<file path="src/rtl/par_read_circ_buffer.sv">
// Circular buffer with single-word writes and a PAR_READ-word zero-latency read window.
// The read pointer comes from an external updater; a shadow copy catches any divergence.

module par_read_circ_buffer_lane #(
  parameter int COLUMNS = 32,
  parameter int OFFSET  = 0
) (
  input  logic [$clog2(COLUMNS)-1:0] read_ptr,
  output logic [$clog2(COLUMNS)-1:0] idx
);
  localparam int AW = $clog2(COLUMNS);
  localparam int CW = AW + 1;

  logic [CW-1:0] sum;

  // One extra bit plus a single conditional subtract wraps correctly for non-power-of-2 depths.
  assign sum = {1'b0, read_ptr} + CW'(OFFSET);
  assign idx = (sum >= CW'(COLUMNS)) ? AW'(sum - CW'(COLUMNS)) : sum[AW-1:0];
endmodule

module par_read_circ_buffer #(
  parameter int COLUMNS    = 32,
  parameter int PAR_READ   = 4,
  parameter int DATA_WIDTH = 16
) (
  input  logic                           clk,
  input  logic                           rst,
  input  logic                           wr_valid,
  input  logic [DATA_WIDTH-1:0]          wr_data,
  output logic                           wr_ready,
  input  logic [$clog2(COLUMNS)-1:0]     read_ptr,
  output logic                           rd_valid,
  input  logic                           rd_ready,
  output logic [PAR_READ*DATA_WIDTH-1:0] rd_data,
  output logic                           updateRP,
  output logic [$clog2(COLUMNS):0]       count,
  output logic                           full,
  output logic                           empty,
  output logic                           sync_err
);
  localparam int AW = $clog2(COLUMNS);
  localparam int CW = AW + 1;
  localparam logic [CW-1:0] COLS = CW'(COLUMNS);
  localparam logic [CW-1:0] PR   = CW'(PAR_READ);

  logic [DATA_WIDTH-1:0] mem [COLUMNS];
  logic [AW-1:0]         wr_ptr, wr_ptr_nxt;
  logic [AW-1:0]         shadow_rp, shadow_nxt;
  logic [CW-1:0]         cnt, cnt_nxt, shadow_sum;
  logic                  wr_fire;

  assign wr_ready = (cnt < COLS);
  assign rd_valid = (cnt >= PR);
  assign updateRP = rd_valid && rd_ready;
  assign wr_fire  = wr_valid && wr_ready;
  assign count    = cnt;
  assign full     = (cnt == COLS);
  assign empty    = (cnt == '0);

  always_comb begin
    cnt_nxt    = cnt + CW'(wr_fire) - (updateRP ? PR : '0);
    wr_ptr_nxt = (wr_ptr == AW'(COLUMNS - 1)) ? '0 : wr_ptr + 1'b1;
    shadow_sum = {1'b0, shadow_rp} + PR;
    shadow_nxt = (shadow_sum >= COLS) ? AW'(shadow_sum - COLS) : shadow_sum[AW-1:0];
  end

  always_ff @(posedge clk) begin
    if (rst) begin
      wr_ptr    <= '0;
      cnt       <= '0;
      shadow_rp <= '0;
      sync_err  <= 1'b0;
    end else begin
      if (wr_fire)  wr_ptr    <= wr_ptr_nxt;
      if (updateRP) shadow_rp <= shadow_nxt;
      cnt <= cnt_nxt;
      if (read_ptr != shadow_rp) sync_err <= 1'b1;
    end
  end

  // Storage is never cleared; the pointers and count define what is live.
  always_ff @(posedge clk) begin
    if (wr_fire && !rst) mem[wr_ptr] <= wr_data;
  end

  for (genvar i = 0; i < PAR_READ; i++) begin : g_lane
    logic [AW-1:0] idx;
    par_read_circ_buffer_lane #(.COLUMNS(COLUMNS), .OFFSET(i)) u_lane (
      .read_ptr (read_ptr),
      .idx      (idx)
    );
    assign rd_data[i*DATA_WIDTH +: DATA_WIDTH] = mem[idx];
  end
endmodule
</file>
<file path="config.mk">
export PLATFORM = sky130hd
export DESIGN_NAME = par_read_circ_buffer
export DESIGN_NICKNAME = d
export VERILOG_FILES = /design/src/rtl/par_read_circ_buffer.sv
export SDC_FILE = /design/constraint.sdc
export NUM_CORES = 1
export LEC_CHECK = 0
export CAP_MARGIN = 20
export CORE_ASPECT_RATIO = 0.75
export CORE_UTILIZATION = 45
export CTS_CLUSTER_DIAMETER = 150
export DETAILED_ROUTE_END_ITERATION = 7
export PLACE_DENSITY = 0.61
export REMOVE_ABC_BUFFERS = 1
export SLEW_MARGIN = 20
export SYNTH_ARGS = -nofsm -noshare
export SYNTH_HDL_FRONTEND = slang
export SYNTH_SLANG_ARGS = --single-unit
</file>
<file path="constraint.sdc">
create_clock -name clk -period 3.33 [get_ports clk]
set_input_delay 0.333 -clock clk [delete_from_list [all_inputs] [get_ports clk]]
set_output_delay 0.333 -clock clk [all_outputs]
set_load 0.05 [all_outputs]
</file>
* Yosys cells after proc, flatten, opt, wreduce, memory -nomap -nowiden
Memories as Yosys holds them, arrays and structs flattened.
Index checks and enable logic that the tools add are counted.
** Cells by class
- Reduce and logical (&&, ||, !) cells :: 5
- Add/sub/neg operators :: 12
- $lt $le $gt $ge :: 7
- Mux-type cells :: 9
- Eq/ne operators :: 3
** Operator list (count)
- 2-to-1 mux 5 bit :: 6
- subtractor 5 x 1 -> 5 bit, second input constant :: 5
- greater-or-equal comparator 6 bit, second input constant :: 4
- adder 5 x 2 -> 6 bit, second input constant :: 2
- adder 5 x 1 -> 6 bit, second input constant :: 1
- adder 5 x 3 -> 6 bit, second input constant :: 1
- adder 6 x 1 -> 6 bit :: 1
- equality test 6 bit, second input constant :: 1
- greater-or-equal comparator 5 x 6 -> 1 bit, second input constant :: 1
- greater-or-equal comparator 6 x 3 -> 1 bit, second input constant :: 1
- logical NOT 6 bit :: 1
- less-than comparator 6 bit, second input constant :: 1
- subtractor 6 x 3 -> 6 bit :: 1
- adder 5 x 1 -> 5 bit, second input constant :: 1
- equality test 5 bit, second input constant :: 1
- != test 5 bit :: 1
- logical AND 1 bit :: 3
- 2-to-1 mux 3 bit :: 1
- 2-to-1 mux 1 bit :: 2
- logical NOT 1 bit :: 1
** Storage, ports and cells
- Bits of input ports :: 25
- Logic and storage cells :: 41
- Memories :: 1
- Output and inout bits :: 76
- Flip-flop bits (word level) :: 17
- Bits in writable memories :: 512
** Memory list
- mem :: words 32, bits a word 16, read ports 4, clocked after Yosys merged registers in 0, write ports 1, RTL line 46 : logic [DATA_WIDTH-1:0] mem [COLUMNS];

* Logic depth before layout (Yosys ltp)
- Word-level depth :: 5
- Mapped depth :: 13
- Gate-level depth less buffers :: 13

* Hierarchy
Synthesis repeated with hierarchy kept, for this count alone.
** Unflattened totals
- Cell total of the unflattened synthesis :: 2962
- Area total of the unflattened synthesis :: 35044.9 µm²
** By module, submodules not included
- par_read_circ_buffer :: sequential area each 15675.0 µm², cells an instance 2935, instances 1, area an instance 34845.9 µm²
- par_read_circ_buffer_lane (g_lane[3].u_lane) :: sequential area each 0.0 µm², cells an instance 9, instances 1, area an instance 62.6 µm²
- par_read_circ_buffer_lane (g_lane[1].u_lane) :: sequential area each 0.0 µm², cells an instance 7, instances 1, area an instance 52.6 µm²
- par_read_circ_buffer_lane (g_lane[2].u_lane) :: sequential area each 0.0 µm², cells an instance 6, instances 1, area an instance 46.3 µm²
- par_read_circ_buffer_lane (g_lane[0].u_lane) :: sequential area each 0.0 µm², cells an instance 5, instances 1, area an instance 37.5 µm²

* Worst setup path after synthesis
Ideal clock, no wire load.
- Path type :: input to output
- Start point :: in read_ptr[1]
- End point :: out rd_data[26]
- Stages on the path :: 9
- Buffers on the path :: 5
- Setup slack :: -0.746 ns
- Arrival :: 3.743 ns
- Data required time :: 2.997 ns
- Cells stage by stage :: buf_2 > inv_1 > clkbuf_1 > clkbuf_1 > ha_1 > clkbuf_1 > clkbuf_1 > mux4_2 > a221oi_1
** Between the ends
- Cells in the longest elaborated chain, start to end :: 4
- Elaborated cells on any way between the ends :: 5
- Classes of those cells :: add/sub (2); order compare (1); mux (1); memory (1)
** RTL lines
- start, declared :: RTL line 31 : input logic [$clog2(COLUMNS)-1:0] read_ptr,
- adder 5 x 1 -> 6 bit * :: RTL line 17 : assign sum = {1'b0, read_ptr} + CW'(OFFSET);
- subtractor 5 x 1 -> 5 bit / greater-or-equal comparator 6 bit (equally long branches) :: RTL line 18 : assign idx = (sum >= CW'(COLUMNS)) ? AW'(sum - CW'(COLUMNS)) : sum[AW-1:0];
- 2-to-1 mux 5 bit * :: RTL line 18
- memory (32 x 16 bit) *
- end, declared :: RTL line 34 : output logic [PAR_READ*DATA_WIDTH-1:0] rd_data,
Every way passes the cells marked *; elsewhere a longest branch is shown, timed or not.

* Worst setup path in the final report
- Start point :: in read_ptr[1]
- End point :: out rd_data[37]
** Between the ends
- Cells in the longest elaborated chain, start to end :: 4
- Elaborated cells on any way between the ends :: 5
- Classes of those cells :: add/sub (2); order compare (1); mux (1); memory (1)
** RTL lines (RTL line)
- adder 5 x 2 -> 6 bit * :: 17
- subtractor 5 x 1 -> 5 bit / greater-or-equal comparator 6 bit (equally long branches) :: 18
- 2-to-1 mux 5 bit * :: 18
- memory (32 x 16 bit) *
Marks and branches as above.

==> impl_metrics.tcl <==
set metrics [dict create \
    grt_pass1_wl_mm 159 \
    wl_per_cell_um 35.0 \
    min_to "mem[21][9]" \
    status "finished clean" \
    grtUsageTotal 0.300 \
    max_clock_freq_mhz 305 \
    cts_htree_levels 2 \
    dr.pass1.iters 5 \
    cts_tree "built" \
    max_cap_viol_count 0 \
    pwr-share-seq 0.404 \
    r2r_start "count[5]" \
    synth.area.top_cells "edfxtp_1, mux4_2, mux2i_1" \
    rr_worst_depth 13 \
    synth_top_cells_by_count "edfxtp_1, mux4_2, mux2i_1" \
    antenna_found_initial 1 \
    synth.top_cell.area_share 0.468 \
    synth_top_cell_by_area "edfxtp_1" \
    gp_congestion 0.911 \
    crit_cells 11 \
    diodes 0 \
    whs_ns 0.204 \
    worstPathCellList "clkbuf_8 > inv_1 > buf_4 > ha_4 > buf_12 > mux4_2 > mux2i_1 > a32o_1 > a221oi_1 > buf_4 > buf_12" \
    timing.rr.end "count[5]" \
    row_count 85 \
    nets 2180 \
    start_util 0.457 \
    slew_violations 0 \
    clock-skew-final_ns 0.0186 \
    syn_inst 1971 \
    hp-class "input pin to register" \
    cp_slowest_cell "a221oi_1" \
    synthArstFlopShare 0 \
    drive_gt1_frac 0.420 \
    worst_pin_slew_ns 1.07 \
    dieArea_um2 74100 \
    syn_avg_cell_area_um2 16.7 \
    yosysMostFrequentCell "edfxtp_1" \
    drt-met1-wl_mm 43.2 \
    p_per_area_nw_per_um2 479 \
    comb_power_share 0.258 \
    critPathRequiredTime_ns 3.00 \
    intPower_mw 12.9 \
    pin_count 101 \
    endpoint_kind "primary output" \
    synthFlopType "edfxtp_1" \
    cts_setup_buffers 0 \
    grt_pass1_vias 21892 \
    first_iter_violations 2607 \
    peakVddDrop_mv 0.409 \
    ys_ff_latch 527 \
    critPathLaunchType "input pin" \
    final-setup-viol-count 0 \
    clkLatencyLatePin_ns 0.64 \
    cts_made_buffers 55 \
    via_count 22252 \
    slowest_delay_ns 0.43 \
    cts.clk_slew.worst_paths_ns 0.06 \
    wl_mm 110 \
    dr_wl_met2_mm 48.0 \
    arrival_ns 2.95 \
    grt_max_degree 75 \
    switching_share 0.298 \
    ys_seq_area_frac 0.477 \
    die-width_um 314 \
    port_buffers 100 \
    hold_path_depth 1 \
    place_ws_ns 0.00480 \
    synth_edf_count 512 \
    rsz0062_at_grt "false" \
    hold_buffers 0 \
    power.total_mw 18.4 \
    ant_nets 0 \
    fp.dieH_um 236 \
    hold_viol 0 \
    period_needed_ns 3.28 \
    overflow 0 \
    clk_path_buf_depth 3 \
    hold_start "wr_data[9]" \
    synth_warnings 0 \
    p_leak_nw 12.8 \
    p_clk_frac 0.338 \
    syn_area_um2 32900 \
    routed.top_layer "met4" \
    worst-setup-path-type "input pin to primary output" \
    synth_cell_types 47 \
    hpwl_mm 71.4 \
    clock-root-buffer "clkbuf_16" \
    drc 0 \
    core_area_um2 72000 \
    utilization 0.533 \
    worst-path-buf-inv 6 \
    routed_via_density 7.10 \
    wl_met3_mm 14.7 \
    maxSlewHeadroom 0.286 \
    r2r_setup_slack_ns 0.74 \
    cp_max_fo 44 \
    fin_ws_ns 0.0481 \
    cts_sinks 527 \
    p_switching_mw 5.47 \
    syn_to_final_growth_pct 16.7 \
    post-route-period-util 0.986 \
    critical-path-top-delay-family "buffers and inverters" \
]
## how the worst max path moves through the flow
stage / startpoint / endpoint / slack (ns)
6_report: read_ptr[1] / rd_data[37] / 0.05
5_1_grt: read_ptr[1] / rd_data[44] / 0.02
4_1_cts: read_ptr[1] / rd_data[44] / 0.09
3_5_place_dp: read_ptr[1] / rd_data[16] / 0.005
3_3_place_gp: read_ptr[1] / rd_data[16] / 0.01
2_1_floorplan: read_ptr[0] / rd_data[48] / -7.18
## power by group through the flow
stage / Sequential, mW / Combinational, mW / Clock [mW]
final: 7.42 / 4.74 / 6.22
after global routing: 7.43 / 4.97 / 6.56
after CTS: 7.42 / 4.74 / 6.30
after floorplan: 7.63 / 2.80 / 0
after global placement: 7.56 / 4.68 / 0
after detailed placement: 7.56 / 4.72 / 0
## timing repair
| action | CTS | global route |
|---|---|---|
| resized for setup | 1 | 0 |
| hold endpoints to repair | 0 | 0 |
| setup endpoints to repair | 1 | 0 |
## flip-flops by register name, summed over array words and instances, names as in the netlist
register and count:
count 6, mem 512, sync_err 1, shadow_rp 3, wr_ptr 5
## layer usage
metal  up-vias  GRT usage
met4         0     0.0968
met1     11742      0.426
met3       211      0.104
met2      1502      0.431
met5         -          0
li1       8797          -
## worst reg2reg max path, cell delays in order, from the launching register on
cell and delay (ns):
dfxtp_1 0.32, inv_1 0.12, ha_1 0.17, o21ai_0 0.12, a21boi_1 0.27, inv_1 0.07
ha_1 0.34, inv_1 0.06, ha_1 0.17, a211oi_1 0.35, o21bai_1 0.13, a21oi_1 0.19
xnor2_1 0.13, nor2_1 0.05
## cells by family after synthesis
kind of cell | Yosys count | share of synthesized area
fa+ha+maj | 22 | 0.00837
simple gates | 264 | 0.0365
flops | 527 | 0.477
compound gates | 225 | 0.0458
xor+xnor | 19 | 0.00563
buf+inv | 193 | 0.0289
mux | 721 | 0.398
## cell usage in the layout (no fill, tap or decap), drive strengths merged, types with 2 or more instances in the layout
master         Yosys  final
a21oi             40     40
a221oi            32     32
a22oi              2      2
a31oi              2      2
a32o              16     16
and2              21     21
buf              120    262
bufinv             0      5
clkbuf            60     63
clkdlybuf4s50      0     22
clkinv             0     22
clkinvlp           0      3
dfxtp             15     15
edfxtp           512    512
ha                22     22
inv               13     22
mux2              48     48
mux2i            209    209
mux4             464    464
nand2             76     76
nand3              3      3
nand3b             4      4
nor2              97     97
nor2b             17     17
nor3              34     34
nor3b              3      3
o21ai             65     65
o21bai             2      2
o22ai             32     32
o311a             16     16
o31ai             16     16
or3b               2      2
xnor2             10     10
xor2               9      9
## final cells by class
| type | count | area [um^2] |
|---|---|---|
| fill | 5624 | 33600 |
| multi-input combinational | 1251 | 16400 |
| sequential | 527 | 15700 |
| timing repair buffer | 285 | 3230 |
| clock buffer | 62 | 1400 |
| tap | 957 | 1200 |
| clock inverter | 39 | 367 |
| inverter | 13 | 53.8 |
## through the flow
step           setup TNS, ns  instance area [um^2]  instances
6_report                   0                 38400       3134
5_1_grt                    0                 38400       3134
4_1_cts                    0                 38400       3134
3_5_place_dp               0                 36600       3033
3_3_place_gp               0                 36600       3033
2_1_floorplan        -257.42                 32000       1791
No activity file was read; power rests on OpenSTA's default activity.
